**src/rtl/bp_cfg_link_pkg.sv**
```systemverilog
// Shared definitions for the tile configuration link responder.
// Contents:
//   bp_cfg_op_e     - command opcodes carried in the first flit of a packet
//   cfg_ack_*       - single-flit response codes
//   bp_cfg_state_e  - responder FSM states
//   max_int / safe_clog2 - elaboration-time sizing helpers
package bp_cfg_link_pkg;

  typedef enum logic [7:0] {
    e_cfg_wr = 8'h01,
    e_cfg_rd = 8'h02
  } bp_cfg_op_e;

  localparam logic [7:0] cfg_ack_ok      = 8'h01;
  localparam logic [7:0] cfg_ack_badaddr = 8'hFF;
  localparam logic [7:0] cfg_ack_badop   = 8'hEE;

  typedef enum logic [1:0] {
    e_idle,
    e_addr,
    e_data,
    e_resp
  } bp_cfg_state_e;

  function automatic int max_int(input int a, input int b);
    return (a > b) ? a : b;
  endfunction

  // Counter/index width that never collapses to zero bits.
  function automatic int safe_clog2(input int n);
    return (n > 1) ? $clog2(n) : 1;
  endfunction

endpackage

```
**src/rtl/bp_cfg_link_shifter.sv**
```systemverilog
// Flit-granular shift register used both as the command deserializer and the
// response serializer. Flits enter at the MS end and the register shifts
// toward the LS end, so a word streamed LS flit first ends up in natural bit
// order, and the LS flit of a loaded word is the first one presented.
// Ports:
//   clk_i, reset_i  - clock, synchronous active-high clear
//   load_i          - parallel load of load_data_i (wins over shift_i)
//   load_data_i     - word to load
//   shift_i         - shift one flit in at the top / out at the bottom
//   shift_data_i    - flit entering at the MS end
//   data_o          - current register contents (LS flit = data_o[link-1:0])
//   shift_next_o    - value the register takes if shift_i is asserted now
module bp_cfg_link_shifter
  import bp_cfg_link_pkg::*;
#(
  parameter int width_p      = 64,
  parameter int link_width_p = 8
) (
  input  logic                    clk_i,
  input  logic                    reset_i,
  input  logic                    load_i,
  input  logic [width_p-1:0]      load_data_i,
  input  logic                    shift_i,
  input  logic [link_width_p-1:0] shift_data_i,
  output logic [width_p-1:0]      data_o,
  output logic [width_p-1:0]      shift_next_o
);

  logic [width_p-1:0] data_q;

  generate
    if (width_p == link_width_p) begin : g_single
      assign shift_next_o = shift_data_i;
    end else begin : g_multi
      assign shift_next_o = {shift_data_i, data_q[width_p-1:link_width_p]};
    end
  endgenerate

  always_ff @(posedge clk_i) begin
    if (reset_i) begin
      data_q <= '0;
    end else if (load_i) begin
      data_q <= load_data_i;
    end else if (shift_i) begin
      data_q <= shift_next_o;
    end
  end

  assign data_o = data_q;

endmodule

```
**src/rtl/bp_cfg_link_responder.sv**
```systemverilog
// Target end of the byte-serial configuration link. Deserializes WRITE/READ
// command packets, updates or reads a bank of configuration registers and
// streams back a response. Exactly one packet is in flight at a time.
// Ports:
//   clk_i, reset_i           - clock, synchronous active-high reset
//   link_data_i/_v_i/_ready_o - command flit stream (valid/ready)
//   resp_data_o/_v_o/_yumi_i  - response flit stream (valid/yumi)
//   cfg_regs_o               - flattened register bank, reg i at [i*W +: W]
//   freeze_o                 - reg0 bit 0
module bp_cfg_link_responder
  import bp_cfg_link_pkg::*;
#(
  parameter int data_width_p = 64,
  parameter int addr_width_p = 16,
  parameter int num_regs_p   = 8,
  parameter int link_width_p = 8
) (
  input  logic                               clk_i,
  input  logic                               reset_i,
  input  logic [link_width_p-1:0]            link_data_i,
  input  logic                               link_v_i,
  output logic                               link_ready_o,
  output logic [link_width_p-1:0]            resp_data_o,
  output logic                               resp_v_o,
  input  logic                               resp_yumi_i,
  output logic [num_regs_p*data_width_p-1:0] cfg_regs_o,
  output logic                               freeze_o
);

  localparam int addr_flits_lp = addr_width_p / link_width_p;
  localparam int data_flits_lp = data_width_p / link_width_p;
  localparam int cmd_width_lp  = max_int(addr_width_p, data_width_p);
  localparam int cnt_width_lp  = safe_clog2(max_int(addr_flits_lp, data_flits_lp));
  localparam int idx_width_lp  = safe_clog2(num_regs_p);

  localparam logic [cnt_width_lp-1:0] addr_last_lp = cnt_width_lp'(addr_flits_lp - 1);
  localparam logic [cnt_width_lp-1:0] data_last_lp = cnt_width_lp'(data_flits_lp - 1);
  localparam logic [addr_width_p-1:0] num_regs_lp  = addr_width_p'(num_regs_p);

  bp_cfg_state_e             state_q, state_n;
  logic [cnt_width_lp-1:0]   cnt_q, cnt_n;
  logic                      is_rd_q, is_rd_n;
  logic [addr_width_p-1:0]   addr_q;
  logic                      addr_ld;
  logic [data_width_p-1:0]   regs_q [num_regs_p];
  logic                      wr_en;

  logic                      accept;
  logic [7:0]                op_flit;

  logic                      cmd_shift;
  logic [cmd_width_lp-1:0]   cmd_q, cmd_next;
  logic [addr_width_p-1:0]   addr_full;
  logic [data_width_p-1:0]   wr_data;
  logic [data_width_p-1:0]   rd_val;

  logic                      resp_load, resp_shift;
  logic [data_width_p-1:0]   resp_load_data;
  logic [data_width_p-1:0]   resp_q, resp_next;
  logic                      unused_bits;

  function automatic logic in_range(input logic [addr_width_p-1:0] a);
    return (a < num_regs_lp);
  endfunction

  function automatic logic [data_width_p-1:0] code_word(input logic [7:0] c);
    return data_width_p'(c);
  endfunction

  // Command deserializer: address and data both stream into the MS end; the
  // values are taken from shift_next so they are usable on the accepting edge.
  bp_cfg_link_shifter #(
    .width_p      (cmd_width_lp),
    .link_width_p (link_width_p)
  ) cmd_shifter (
    .clk_i        (clk_i),
    .reset_i      (reset_i),
    .load_i       (1'b0),
    .load_data_i  ('0),
    .shift_i      (cmd_shift),
    .shift_data_i (link_data_i),
    .data_o       (cmd_q),
    .shift_next_o (cmd_next)
  );

  assign addr_full = cmd_next[cmd_width_lp-1 -: addr_width_p];
  assign wr_data   = cmd_next[cmd_width_lp-1 -: data_width_p];

  // Response serializer: loaded on entry to e_resp, shifted on each yumi.
  bp_cfg_link_shifter #(
    .width_p      (data_width_p),
    .link_width_p (link_width_p)
  ) resp_shifter (
    .clk_i        (clk_i),
    .reset_i      (reset_i),
    .load_i       (resp_load),
    .load_data_i  (resp_load_data),
    .shift_i      (resp_shift),
    .shift_data_i ('0),
    .data_o       (resp_q),
    .shift_next_o (resp_next)
  );

  assign unused_bits = ^{cmd_q, cmd_next, resp_q, resp_next};

  assign link_ready_o = (state_q != e_resp);
  assign resp_v_o     = (state_q == e_resp);
  assign resp_data_o  = resp_q[link_width_p-1:0];
  assign accept       = link_v_i & link_ready_o;
  assign op_flit      = 8'(link_data_i);

  always_comb begin
    rd_val = '0;
    if (in_range(addr_full)) begin
      rd_val = regs_q[addr_full[idx_width_lp-1:0]];
    end
  end

  // Stage: next-state / control decode
  always_comb begin
    state_n        = state_q;
    cnt_n          = cnt_q;
    is_rd_n        = is_rd_q;
    addr_ld        = 1'b0;
    wr_en          = 1'b0;
    cmd_shift      = 1'b0;
    resp_load      = 1'b0;
    resp_load_data = '0;
    resp_shift     = 1'b0;

    unique case (state_q)
      e_idle: begin
        if (accept) begin
          cnt_n = '0;
          if (op_flit == e_cfg_wr) begin
            is_rd_n = 1'b0;
            state_n = e_addr;
          end else if (op_flit == e_cfg_rd) begin
            is_rd_n = 1'b1;
            state_n = e_addr;
          end else begin
            // Unknown opcode: answer at once; nothing else of this packet is read.
            is_rd_n        = 1'b0;
            resp_load      = 1'b1;
            resp_load_data = code_word(cfg_ack_badop);
            state_n        = e_resp;
          end
        end
      end

      e_addr: begin
        if (accept) begin
          cmd_shift = 1'b1;
          if (cnt_q == addr_last_lp) begin
            cnt_n   = '0;
            addr_ld = 1'b1;
            if (is_rd_q) begin
              resp_load      = 1'b1;
              resp_load_data = rd_val;
              state_n        = e_resp;
            end else begin
              state_n = e_data;
            end
          end else begin
            cnt_n = cnt_q + 1'b1;
          end
        end
      end

      e_data: begin
        if (accept) begin
          cmd_shift = 1'b1;
          if (cnt_q == data_last_lp) begin
            cnt_n          = '0;
            wr_en          = in_range(addr_q);
            resp_load      = 1'b1;
            resp_load_data = in_range(addr_q) ? code_word(cfg_ack_ok)
                                              : code_word(cfg_ack_badaddr);
            state_n        = e_resp;
          end else begin
            cnt_n = cnt_q + 1'b1;
          end
        end
      end

      e_resp: begin
        if (resp_yumi_i) begin
          if (!is_rd_q || (cnt_q == data_last_lp)) begin
            cnt_n   = '0;
            state_n = e_idle;
          end else begin
            cnt_n      = cnt_q + 1'b1;
            resp_shift = 1'b1;
          end
        end
      end

      default: state_n = e_idle;
    endcase
  end

  // Stage: control registers
  always_ff @(posedge clk_i) begin
    if (reset_i) begin
      state_q <= e_idle;
      cnt_q   <= '0;
      is_rd_q <= 1'b0;
    end else begin
      state_q <= state_n;
      cnt_q   <= cnt_n;
      is_rd_q <= is_rd_n;
    end
  end

  always_ff @(posedge clk_i) begin
    if (addr_ld) begin
      addr_q <= addr_full;
    end
  end

  // Stage: register bank (reg0 resets to 1 so the tile comes up frozen)
  always_ff @(posedge clk_i) begin
    if (reset_i) begin
      for (int i = 0; i < num_regs_p; i++) begin
        regs_q[i] <= (i == 0) ? data_width_p'(1) : '0;
      end
    end else if (wr_en) begin
      regs_q[addr_q[idx_width_lp-1:0]] <= wr_data;
    end
  end

  generate
    for (genvar g = 0; g < num_regs_p; g++) begin : g_flat
      assign cfg_regs_o[g*data_width_p +: data_width_p] = regs_q[g];
    end
  endgenerate

  assign freeze_o = regs_q[0][0];

endmodule

```
**config.mk**
```make
export PLATFORM = sky130hd
export DESIGN_NAME = bp_cfg_link_responder
export DESIGN_NICKNAME = d
export VERILOG_FILES = /design/src/rtl/bp_cfg_link_pkg.sv /design/src/rtl/bp_cfg_link_shifter.sv /design/src/rtl/bp_cfg_link_responder.sv
export SDC_FILE = /design/constraint.sdc
export NUM_CORES = 1
export LEC_CHECK = 0
export ABC_AREA = 1
export CAP_MARGIN = 5
export CORE_ASPECT_RATIO = 2
export CORE_MARGIN = 10
export CORE_UTILIZATION = 45
export CTS_CLUSTER_DIAMETER = 200
export DETAILED_ROUTE_END_ITERATION = 10
export PLACE_DENSITY = 0.71
export SLEW_MARGIN = 10
export SYNTH_ARGS = -nofsm -noshare
export SYNTH_HDL_FRONTEND = slang
export SYNTH_SLANG_ARGS = --single-unit
```
**constraint.sdc**
```tcl
create_clock -name clk_i -period 4.34 [get_ports clk_i]
set_input_delay 0.651 -clock clk_i [delete_from_list [all_inputs] [get_ports clk_i]]
set_output_delay 0.651 -clock clk_i [all_outputs]
set_load 0.03 [all_outputs]
```
## Yosys cells after proc, flatten, opt, wreduce, memory -nomap -nowiden

Memories as Yosys holds them, arrays and structs flattened. A register that Yosys moved wholly into a read port is not among the register bits.
Index checks and enable logic that the tools add are counted.
Widths: inputs -> output; s select.

| storage, ports and cells | value |
|---|---|
| register bits after elaboration | 150 |
| input bits | 12 |
| output and inout port bits | 523 |
| logic and storage cells | 99 |
| memories | 1 |
| memory bits (writable) | 512 |

Memories:

| name | words | width | rd ports | clocked after Yosys merged registers in | wr ports | line | RTL |
|---|---|---|---|---|---|---|---|
| regs_q | 8 | 64 | 9 | 1 | 8 | bp_cfg_link_responder.sv:45 | `logic [data_width_p-1:0] regs_q [num_regs_p];` |

| cells by class | value |
|---|---|
| eq/ne operators | 15 |
| multiplexer cells | 64 |
| reductions and logical operators | 9 |
| bitwise operators | 1 |
| add/subtract/negate cells | 1 |
| magnitude comparators | 2 |

Operator list:

| operator | number |
|---|---|
| $mux 64 | 7 |
| $pmux 64 s3 | 1 |
| $reduce_or 64->1 | 1 |
| $mux 8 | 6 |
| $lt 16x4->1 const B | 2 |
| $mux 3 | 10 |
| $mux 1 | 28 |
| $mux 2 | 9 |
| $ne 2x2->1 const B | 6 |
| $pmux 3 s4 | 1 |
| $eq 8x1->1 const B | 1 |
| $eq 8x2->1 const B | 1 |
| $pmux 2 s4 | 1 |
| $reduce_and 7->1 | 1 |
| $eq 2x2->1 const B | 2 |
| $ne 2x1->1 const B | 2 |
| $reduce_and 4->1 | 1 |
| $add 3x1->3 const B | 1 |
| $eq 3x1->1 const B | 1 |
| $eq 3x3->1 const B | 1 |
| $pmux 1 s3 | 1 |
| $eq 2x1->1 const B | 1 |
| $logic_not 2->1 | 1 |
| $reduce_and 2->1 | 1 |
| other kinds (5) | 5 |

## Longest topological paths before layout

| logic depth | value |
|---|---|
| depth in word-level cells | 9 |
| depth in mapped cells | 12 |
| mapped depth without buffers | 11 |

## Hierarchy

Synthesis repeated with hierarchy kept, for this count alone.

| second synthesis, totals | value |
|---|---|
| cells, all modules | 3678 |
| area total of the unflattened synthesis | 32133.3 um^2 |

By module, submodules not included:

| module | instances | seq. area each (um^2) | cells each | area an instance (um^2) |
|---|---|---|---|---|
| bp_cfg_link_responder | 1 | 15975.3 | 2476 | 24598.6 |
| bp_cfg_link_shifter | 2 | 1281.2 | 601 | 3767.4 |

## Worst setup path before layout

No wires, ideal clock.

| timing | value |
|---|---|
| kind | register to register |
| start point | register state_q[0] |
| end point | memory regs_q[3][0] (enable) |
| path buffers | 2 |
| stages on the path, launching flop included | 11 |
| setup time | 0.424 ns |
| arrival time | 3.207 ns |
| setup slack | 0.709 ns |
| required time | 3.916 ns |
| clock period less this slack | 3.631 ns |
| cells stage by stage | dfxtp_1 -> ha_1 -> inv_2 -> nand2_2 -> nor2_2 -> nand4_2 -> nor2_2 -> nand2_1 -> buf_2 -> buf_6 -> nand2_1 |

RTL lines:

| what | line | RTL |
|---|---|---|
| start, declared | bp_cfg_link_responder.sv:40 | `bp_cfg_state_e state_q, state_n;` |
| start signal, assigned | bp_cfg_link_responder.sv:205 | `state_q <= e_idle;` |
| start signal, assigned | bp_cfg_link_responder.sv:209 | `state_q <= state_n;` |
| end, declared | bp_cfg_link_responder.sv:45 |  |

==> metrics.csv <==
metric;value;unit
run status;completed;
Main synth FF type;edfxtp_1;
vias;23900;
first-pass GRT wire length;160000;µm
vias per inst;5.76;
Skew-Pair Late Insertion Delay;0.62;ns
max_cap viols;0;
sequential area share after synthesis;0.655;
arrival time worst endpoint;3.44;ns
io pins;535;
setup ws final;1.37;ns
Final nets;3327;
crit-path cells;inv_8 -> o21ai_0 -> a21oi_1 -> o21ai_0 -> a21oi_1;
Pre-Repair DR Iteration Count;6;
fin crit share;0.685;
Clock power frac;0.267;
initial antenna violation count;0;
area leader, netlist;edfxtp_1;
worst-path maximum fanout;145;
maximum clock frequency;337;MHz
R2R depth;5;
worst-margin pin slew;1.16;ns
CTS tree;done;
port buffer count;534;
count of state elements after synthesis;657;
H-tree depth;2;
CP max stage cell;dfxtp_4;
initial detailed-routing violation count;2173;
Initial Utilization;0.454;
Post-DP HPWL;74400;µm
DRC Markers;0;
core area;0.0620;mm²
drt wl/cell;27.0;µm
IR drop worst, VDD;0.388;mV
Syn Inst Count;2872;
WS Path Type;reg -> reg;
Startpoint Class;flop;
Slew Limit Fails;0;
CP max stage delay;0.94;ns
Total Wirelength;112000;µm
placed insts;4037;
min cycle time layout;2.97;ns
Power Density;516;mW/mm²
Tightest Hold Check Type;reg -> reg;
mapped cell area;0.0282;mm²
most numerous cell in the Yosys netlist;nor2_1;
most frequent cells after synthesis;711 x nor2_1, 528 x edfxtp_1, 502 x nand2_1, 292 x o21ai_0, 165 x nand3_1;
Switch Pwr;7.00;mW
Worst Path Required;4.81;ns
Die Wd;197;µm
DRT antenna net count;0;
Hold Fails Final Rpt;0;
CP Depth;5;
Layout Area Growth over Synthesis;26.9;%
GRT Resource Usage Total;0.294;
Mapped Nets;2891;
Unique masters post-synth;30;
Syn Area/Cell;9.80;µm²
Chip Height;374;µm
RSZ-0062 raised after global routing;no;
crit-path leading delay family;compound AO/OA/AOI/OAI gates;
layout cells sized above 1;0.0513;
Slew headroom;0.224;
top-area cell type share of the netlist area;0.563;
Post-CTS Setup Repair Bufs;0;
YS warnings;0;
Reg clk slew, reported paths;0.07;ns
CTS Sinks;657;
global route overflow;0;
non-filler cells, final;4140;
largest net degree at the start of global routing;146;
internal power;11.4;mW
fillcell total;5416;
die area;0.0736;mm²
row count;129;
setup TNS after final layout;0;ns
WHS Path Cells;2;
vias in the first global route;23800;
Worst Skew;0.0196;ns
Leak;12.9;nW
Tot Pwr;18.4;mW
Combinational Power Share;0.299;
synth top area cells;edfxtp_1 56%, nor2_1 9.5%, dfxtp_1 9.2%;
Reg power frac;0.434;
post-CTS sizing;0;
ys async rst share;0;
Setup crit end kind;flop;
diode count;0;
Post-Place Worst Slack;0.891;ns
CTS buffer count;55;
EDFF count, synth;528;
Buf/Inv on CP;1;
GP Congestion;0.890;
root buf cell;clkbuf_16;
Switching Fraction;0.380;
CTS Buffer Depth;3;
# hold bufs at CTS;0;
Hold WS;0.493;ns
Final setup viols;0;
## layout make-up
cell class | instances | area [µm²] | area share
Multi-Input combinational cell | 1909 | 8380 | 0.234
Sequential cell | 657 | 18400 | 0.516
Tap cell | 786 | 983 | 0.0275
Clock inverter | 31 | 215 | 0.00602
Clock buffer | 72 | 1520 | 0.0426
Timing Repair Buffer | 581 | 5800 | 0.162
Inverter | 104 | 404 | 0.0113
## placed cells by master (no fill, tap or decap), types with 7 or more instances in the layout
cell | netlist | routed
clkdlybuf4s50_1 | 0 | 534
clkinv_1 | 57 | 65
nand3_1 | 165 | 165
nand2_4 | 0 | 18
clkinv_2 | 0 | 14
nor2_1 | 711 | 711
o22ai_1 | 58 | 58
buf_4 | 18 | 39
a21oi_1 | 135 | 135
inv_1 | 41 | 39
clkbuf_16 | 0 | 57
clkbuf_1 | 74 | 11
nand2_1 | 502 | 484
ha_1 | 7 | 7
dfxtp_1 | 129 | 126
buf_12 | 0 | 8
o21ai_0 | 292 | 292
edfxtp_1 | 528 | 528
o21ai_1 | 9 | 9
## per-stage QoR
step           area, µm²  utilization
6_report           35700        0.577
5_1_grt            35700        0.577
4_1_cts            35700        0.577
3_5_place_dp       34000        0.549
3_3_place_gp       34000        0.549
2_1_floorplan      28200            -
## worst paths after layout
kind	to	slack, ns	from
hold reg to reg	resp_shifter.data_o[57]	0.49	resp_shifter.data_o[57]
setup / recovery	resp_shifter.data_o[63]	1.37	flop
setup reg to reg	resp_shifter.data_o[63]	1.37	flop
hold / removal	resp_shifter.data_o[57]	0.49	resp_shifter.data_o[57]
## worst reg2reg max path, delay by kind of cell (launching register included)
kind | cells | cell delay (ns)
DFF | 1 | 0.94
AOI/OAI and AO/OA | 4 | 1.36
buffers and inverters | 1 | 0.53
## sequential cells by signal (all words and copies together), names as in the netlist, named ones only
| name | flops |
|---|---|
| regs_q | 512 |
| resp_shifter.data_o | 64 |
| addr_q | 16 |
| is_rd_q | 1 |
| cmd_shifter.data_o | 56 |
| cnt_q | 3 |
| state_q | 2 |
## power groups by stage
stage,Combinational [mW],Clock (mW),Sequential [mW]
after floorplan,3.17,0,8.20
after global placement,5.39,0,8.12
after detailed placement,5.44,0,8.13
after CTS,5.47,4.96,8.00
after global routing,5.96,5.17,8.06
final,5.50,4.93,8.00
## layer usage
layer  global-route usage  vias up  routed length [µm]
met3               0.0709      318               11000
met4                0.173        0                6960
met2                0.507     1420               56400
met5                    0        -                   0
met1                0.320    11600               37400
li1                     -    10600                   -
## logic make-up (layout without fill, tap and decap cells)
kind of cell,Yosys count,after routing,share of synthesized area
AO/OA/AOI/OAI,508,508,0.0941
XOR/XNOR,1,1,0.000311
adder cells (fa/ha/maj),7,7,0.00311
buffers and inverters,306,788,0.0528
flip-flops,657,657,0.655
AND/OR/NAND/NOR,1393,1393,0.195
No activity file was read; power rests on OpenSTA's default activity.
